$ cat src/rtl/prog_sequencer_if.sv
// Handshake/bus bundle between the instruction feeder and its neighbours.
//   master : upstream controller + proc side (drives Start, WrEn, WrAddr, WrData, Done)
//   slave  : prog_sequencer (drives DIN, Run, PC, Busy, Halted)
// Parameter ADDR_W sets the width of WrAddr and PC.
interface prog_sequencer_if #(
    parameter int unsigned ADDR_W = 5
);
    localparam int unsigned WORD_W = 9;

    logic              Start;
    logic              WrEn;
    logic [ADDR_W-1:0] WrAddr;
    logic [WORD_W-1:0] WrData;
    logic              Done;
    logic [WORD_W-1:0] DIN;
    logic              Run;
    logic [ADDR_W-1:0] PC;
    logic              Busy;
    logic              Halted;

    modport master (
        output Start, WrEn, WrAddr, WrData, Done,
        input  DIN, Run, PC, Busy, Halted
    );

    modport slave (
        input  Start, WrEn, WrAddr, WrData, Done,
        output DIN, Run, PC, Busy, Halted
    );
endinterface

$ cat src/rtl/prog_sequencer.sv
// prog_sequencer: instruction feeder upstream of the proc datapath.
// Holds a 2**ADDR_W x 9 program memory, issues each word to proc with a one-cycle
// Run pulse, waits for Done, and drives the mvi immediate on DIN while proc runs it.
// HALT_WORD stops sequencing; memory is writable only while IDLE or HALT.
// Ports:
//   Clock   in   system clock, rising edge
//   Resetn  in   asynchronous active-low reset
//   Step    in   (SEQ_SINGLE_STEP_EN only) advance out of PAUSE
//   bus     slave modport of prog_sequencer_if:
//           Start/WrEn/WrAddr/WrData/Done in, DIN/Run/PC/Busy/Halted out (registered)
// Optional feature: define SEQ_SINGLE_STEP_EN to add the Step input and a PAUSE
// state entered after every Done.
module prog_sequencer #(
    parameter int unsigned ADDR_W    = 5,
    parameter logic [2:0]  MVI_OP    = 3'b001,
    parameter logic [8:0]  HALT_WORD = 9'h1FF
) (
    input logic Clock,
    input logic Resetn,
`ifdef SEQ_SINGLE_STEP_EN
    input logic Step,
`endif
    prog_sequencer_if.slave bus
);
    localparam int unsigned WORD_W = 9;
    localparam int unsigned DEPTH  = 1 << ADDR_W;

`ifdef SEQ_SINGLE_STEP_EN
    typedef enum logic [2:0] {S_IDLE, S_ISSUE, S_EXEC, S_HALT, S_PAUSE} state_t;
`else
    typedef enum logic [1:0] {S_IDLE, S_ISSUE, S_EXEC, S_HALT} state_t;
`endif

    state_t state_q, state_d;

    logic [WORD_W-1:0] mem [DEPTH];

    logic [WORD_W-1:0] din_q, din_d;
    logic              run_q, run_d;
    logic [ADDR_W-1:0] pc_q, pc_d;
    logic              busy_q, busy_d;
    logic              halted_q, halted_d;
    logic              issued_mvi_q, issued_mvi_d;

    logic [ADDR_W-1:0] pc_plus1;
    logic [ADDR_W-1:0] pc_plus2;
    logic [WORD_W-1:0] cur_word;
    logic [WORD_W-1:0] nxt_word;
    logic              wr_allowed;

    // PC arithmetic wraps naturally at ADDR_W bits
    assign pc_plus1 = pc_q + ADDR_W'(1);
    assign pc_plus2 = pc_q + ADDR_W'(2);
    assign cur_word = mem[pc_q];
    assign nxt_word = mem[pc_plus1];

    assign wr_allowed = (state_q == S_IDLE) || (state_q == S_HALT);

    // Program memory write port; contents deliberately survive reset
    always_ff @(posedge Clock) begin
        if (bus.WrEn && wr_allowed) begin
            mem[bus.WrAddr] <= bus.WrData;
        end
    end

    // State and registered outputs
    always_ff @(posedge Clock or negedge Resetn) begin
        if (!Resetn) begin
            state_q      <= S_IDLE;
            din_q        <= '0;
            run_q        <= 1'b0;
            pc_q         <= '0;
            busy_q       <= 1'b0;
            halted_q     <= 1'b0;
            issued_mvi_q <= 1'b0;
        end else begin
            state_q      <= state_d;
            din_q        <= din_d;
            run_q        <= run_d;
            pc_q         <= pc_d;
            busy_q       <= busy_d;
            halted_q     <= halted_d;
            issued_mvi_q <= issued_mvi_d;
        end
    end

    // Next-state logic
    always_comb begin
        state_d = state_q;
        case (state_q)
            S_IDLE: begin
                if (bus.Start) state_d = S_ISSUE;
            end
            S_ISSUE: begin
                state_d = (cur_word == HALT_WORD) ? S_HALT : S_EXEC;
            end
            S_EXEC: begin
`ifdef SEQ_SINGLE_STEP_EN
                if (bus.Done) state_d = S_PAUSE;
`else
                if (bus.Done) state_d = S_ISSUE;
`endif
            end
            S_HALT: begin
                if (bus.Start) state_d = S_ISSUE;
            end
`ifdef SEQ_SINGLE_STEP_EN
            S_PAUSE: begin
                if (Step) state_d = S_ISSUE;
            end
`endif
            default: state_d = S_IDLE;
        endcase
    end

    // Next values of the registered outputs
    always_comb begin
        din_d        = din_q;
        run_d        = 1'b0;
        pc_d         = pc_q;
        issued_mvi_d = issued_mvi_q;
        case (state_q)
            S_IDLE, S_HALT: begin
                if (bus.Start) pc_d = '0;
            end
            S_ISSUE: begin
                if (cur_word == HALT_WORD) begin
                    din_d = '0;
                end else begin
                    din_d        = cur_word;
                    run_d        = 1'b1;
                    issued_mvi_d = (cur_word[8:6] == MVI_OP);
                end
            end
            S_EXEC: begin
                // mvi: the word after the opcode is the immediate proc reads next
                if (issued_mvi_q) din_d = nxt_word;
                if (bus.Done) pc_d = issued_mvi_q ? pc_plus2 : pc_plus1;
            end
            default: begin
            end
        endcase
        busy_d   = (state_d != S_IDLE) && (state_d != S_HALT);
        halted_d = (state_d == S_HALT);
    end

    assign bus.DIN    = din_q;
    assign bus.Run    = run_q;
    assign bus.PC     = pc_q;
    assign bus.Busy   = busy_q;
    assign bus.Halted = halted_q;
endmodule

$ cat src/flat_wrapper.sv
// flat-port wrapper written by rule: the top's interface ports become plain ports
module prog_sequencer_flat 
#(
    parameter int unsigned ADDR_W    = 5,
    parameter logic [2:0]  MVI_OP    = 3'b001,
    parameter logic [8:0]  HALT_WORD = 9'h1FF
)
  (Clock, Resetn, bus_Start, bus_WrEn, bus_WrAddr, bus_WrData, bus_Done, bus_DIN, bus_Run, bus_PC, bus_Busy, bus_Halted);
  prog_sequencer_if #(.ADDR_W(ADDR_W)) bus_i ();
  input logic Clock;
  input logic Resetn;
  input wire logic [$bits(bus_i.Start)-1:0] bus_Start;
  input wire logic [$bits(bus_i.WrEn)-1:0] bus_WrEn;
  input wire logic [$bits(bus_i.WrAddr)-1:0] bus_WrAddr;
  input wire logic [$bits(bus_i.WrData)-1:0] bus_WrData;
  input wire logic [$bits(bus_i.Done)-1:0] bus_Done;
  output wire logic [$bits(bus_i.DIN)-1:0] bus_DIN;
  output wire logic [$bits(bus_i.Run)-1:0] bus_Run;
  output wire logic [$bits(bus_i.PC)-1:0] bus_PC;
  output wire logic [$bits(bus_i.Busy)-1:0] bus_Busy;
  output wire logic [$bits(bus_i.Halted)-1:0] bus_Halted;
  assign bus_i.Start = bus_Start;
  assign bus_i.WrEn = bus_WrEn;
  assign bus_i.WrAddr = bus_WrAddr;
  assign bus_i.WrData = bus_WrData;
  assign bus_i.Done = bus_Done;
  assign bus_DIN = bus_i.DIN;
  assign bus_Run = bus_i.Run;
  assign bus_PC = bus_i.PC;
  assign bus_Busy = bus_i.Busy;
  assign bus_Halted = bus_i.Halted;
  prog_sequencer #(.ADDR_W(ADDR_W), .MVI_OP(MVI_OP), .HALT_WORD(HALT_WORD)) u_core (.Clock(Clock), .Resetn(Resetn), .bus(bus_i));
endmodule
$ cat config.mk
export PLATFORM = sky130hd
export DESIGN_NAME = prog_sequencer_flat
export DESIGN_NICKNAME = d
export VERILOG_FILES = /design/src/rtl/prog_sequencer_if.sv /design/src/rtl/prog_sequencer.sv /design/src/flat_wrapper.sv
export SDC_FILE = /design/constraint.sdc
export NUM_CORES = 1
export LEC_CHECK = 0
export CAP_MARGIN = 15
export CORE_MARGIN = 1
export CORE_UTILIZATION = 56
export CTS_BUF_LIST = sky130_fd_sc_hd__clkbuf_16
export CTS_CLUSTER_DIAMETER = 50
export DETAILED_ROUTE_END_ITERATION = 8
export HOLD_SLACK_MARGIN = 0.05
export PLACE_DENSITY = 0.78
export REMOVE_ABC_BUFFERS = 1
export SLEW_MARGIN = 20
export SYNTH_ARGS = -nofsm -noshare
export SYNTH_HDL_FRONTEND = slang
export SYNTH_SLANG_ARGS = --single-unit
$ cat constraint.sdc
create_clock -name Clock -period 3 [get_ports Clock]
set_input_delay 0.45 -clock Clock [delete_from_list [all_inputs] [get_ports Clock]]
set_output_delay 0.45 -clock Clock [all_outputs]
set_load 0.05 [all_outputs]
==> key figures <==
Logic synthesis
  • Syn avg cell area: 17.82 sq um
  • Synth Area in Adders: less than 1%
  • Register area share after synthesis: 63.17%
  • Mux share of post-synthesis cell area: a little under a quarter
  • Ys Warns: 0
  • Netlist cell types: 55
  • Most common cell in the netlist: edfxtp_1
  • Async S/R FF share, synth: under 10%
  • Count of state elements after synthesis: 308
  • Cells after Synth: 813
  • Most instantiated cells after synthesis: 288 x edfxtp_1, 106 x mux4_2, 56 x nor2_1, 50 x mux2i_1, 41 x a22oi_1
  • Ys flop type: edfxtp_1
  • Cell area after synthesis: 14480 sq um
  • Simple-Gate Fraction of Synth Area: under 10%
  • Area leader, netlist: edfxtp_1
  • Synth top area share: about three fifths
  • Compound-cell area share of the yosys netlist: 7.213%
  • Top cells by area, synth: edfxtp_1 60%, mux4_2 16%, dfrtp_1 3.5%
  • Post-Synth XOR/XNOR Area: less than 1%
  • Largest family of logic cells by synthesized area: multiplexers
  • EDFF count, synth: 288

Clock tree
  • TritonCTS Buffers: 35
  • Clock transition at path regs: 60 ps
  • Worst skew pair latency: 510 ps
  • Longest Clk Path Bufs: 3
  • CTS root buf: clkbuf_16
  • CTS tree: yes
  • # hold bufs at CTS: 0
  • H-tree levels: 2
  • Sink Count: approximately 300

Critical path
  • R2r worst-path depth: 10
  • Critical path fanouts, max: 23
  • Reg2reg setup slack: between 20 and 25 ps
  • FF-to-FF End: u_core.bus.Busy
  • Critical path class: reg2reg
  • Required time worst endpoint: around 3400 ps
  • Critical-path top delay cell: mux4_1
  • Worst Path Arrival: 3370 ps
  • CP Launch Type: register
  • Crit path cell chain: buf_6 > mux4_1 > and2_1 > a211oi_2 > buf_4 > a31oi_1 > nand4_1 > o31ai_4 > a21boi_2 > ha_1
  • Reg2reg start: u_core.bus.PC[0]
  • Critical Path End Type: register
  • CP max stage delay: approximately 590 ps

Finish
  • Reg area: ~9200 sq um
  • Final Instance Area: between 15000 and 20000 sq um
  • Area Growth Syn to Fin: 18.58%
  • Multi-input logic area: about 5100 sq um
  • Share of cells above drive strength 1: 32.75%
  • Layout Cells excl Fill: ~1300
  • Final net count: between 900 and 1000
  • Fill count: approximately 1600

Pwr
  • Combinational power share: 32.1%
  • P_sw: around 4.0 mW
  • Leakage: roughly 5.6 nW
  • Peak VDD IR: between 0.6 and 0.7 mV
  • Internal: roughly 9.1 mW
  • Share of power burned in registers: a little under two fifths
  • Clock power frac: 29.7%
  • PwrDens: 764.5 nW/um^2
  • Switching share of power: a little under a third

Die
  • Total core area: about 25000 sq um
  • Die ar.: 26510 sq um
  • Std-Cell Rows: 58
  • DIE WIDTH: ~160 um
  • Ports: 36
  • Die height: approximately 160 um
  • Starting Density: 57.35%

Placed design
  • DP Worst Slack: -129.9 ps
  • Final HPWL DP: between 20000 and 30000 um
  • Dpl cell area: 15850 sq um
  • Buffers on Ports: 35
  • GP Congestion: between 0.9 and 1
  • Placed cells: about 1200

Global routing
  • Gr ovfl total: 0
  • First-pass GRT wire length: between 50000 and 60000 um
  • Initial antenna violation count: 1
  • Vias in the first global route: 9250
  • Global Route Usage Sum: slightly above 30%
  • Largest net degree at the start of global routing: 33

STA
  • Final-report setup violation count: 0
  • Worst-margin pin slew: approximately 1000 ps
  • Hold Violations, Final: 0
  • Slew headroom: between 30% and 40%
  • Setup_tns: 0 ps
  • Setup WS post-layout: 24.33 ps
  • Fin crit share: about 100%
  • Clk_skew: ~19 ps
  • Fmax: approximately 0.34 GHz
  • Worst hold slack: between 500 and 600 ps
  • Minimum clock period: 2976 ps
  • Max-slew violation count: 0

Route
  • DRC viols: 0
  • Via Count: a little over 9000
  • Final wirelength: about 40000 um
  • Via/cell ratio: 7.081
  • ANT nets after route: 0
  • WL/cell: just over 30 um
  • Pre-Repair DR Iteration Count: 7
  • Drt initial violations: between 1000 and 1500

Min path
  • Hold Crit Class: in2async

Outcome
  • Status: completed

Job
  • Max-cap viol count: 0
-- worst max-delay path, delay by kind of cell (launching register included) --
family                     cells  cell delay [ps]
AOI/OAI and AO/OA              4              620
adders and majority gates      1              310
buffers and inverters          2              500
DFF                            1              470
muxes                          1              590
and+or+nand+nor                2              360
-- power by group through the flow --
stage,Sequential [mW],Combinational (mW),Clock [mW]
after global placement,5.09,3.91,0
after detailed placement,5.10,3.96,0
final,5.02,4.22,3.89
after global routing,5.02,4.43,4.08
after floorplan,5.49,2.28,0
after CTS,5.02,4.04,3.93
-- area by class of cell --
cell class	instances	area share, %
Antenna cell	1	0.01457
Clock buffer	37	5.391
Clock inverter	22	0.7285
Inverter	11	0.2404
Multi-Input combinational cell	440	29.69
Sequential cell	308	53.31
Tap cell	330	2.404
Timing Repair Buffer	153	8.225
-- cell families (layout without fill, tap and decap cells) --
kind of cell | count (synthesis) | count (layout)
xor+xnor | 5 | 5
mux | 173 | 173
other cells | 0 | 1
fa+ha+maj | 5 | 5
buf+inv | 65 | 223
simple gates | 112 | 112
compound gates | 145 | 145
flops | 308 | 308
-- timing repair --
| item | CTS | global route |
|---|---|---|
| gates cloned | 2 | 0 |
| pin swaps | 0 | 9 |
| endpoints found under the setup margin | 1 | 11 |
| gates resized for setup | 5 | 41 |
| setup buffers | 1 | 10 |
-- layout by cell type, fill, tap and decap left out, drive strengths merged, types with 17 or more instances in the layout --
master         instances
mux4                 119
o21ai                 21
edfxtp               288
mux2i                 50
nor2                  57
clkdlybuf4s50         35
inv                   17
a22oi                 41
a21oi                 18
nand2                 22
clkbuf                37
dfrtp                 20
buf                  116
-- how the worst max path moves through the flow --
stage,cells past startpoint,start,to,slack [ps]
after floorplan,6,u_core.bus.PC[0],u_core.bus.DIN[8],-6120
after global placement,8,u_core.bus.PC[1],u_core.bus.Busy,-80
after detailed placement,8,u_core.bus.PC[1],u_core.bus.Busy,-130
after CTS,9,u_core.bus.PC[2],u_core.bus.Busy,0.3
after global routing,9,u_core.bus.PC[0],u_core.bus.DIN[8],-30
final,10,u_core.bus.PC[0],u_core.bus.Busy,20
-- per-stage QoR --
stage,power (mW),utilization [%]
2_1_floorplan,7.770,-
4_1_cts,12.99,67.30
6_report,13.13,68.01
5_1_grt,13.53,68.00
3_5_place_dp,9.066,62.75
3_3_place_gp,8.993,62.75
-- flip-flops by register name (all words and copies together) (netlist names) --
name	cells
u_core.bus.PC	5
u_core.issued_mvi_q	1
u_core.bus.DIN	9
u_core.state_q	2
u_core.bus.Busy	1
u_core.bus.Run	1
u_core.bus.Halted	1
u_core.mem	288
-- metal layers --
metal	track usage [%]	part of all wire [%]	vias up
li1	-	-	3713
met4	11.68	4.0	0
met1	40.54	36	4659
met3	7.003	11	122
met5	0	0	-
met2	51.01	49	725
Note: power is estimated with default switching activity, not from simulation.
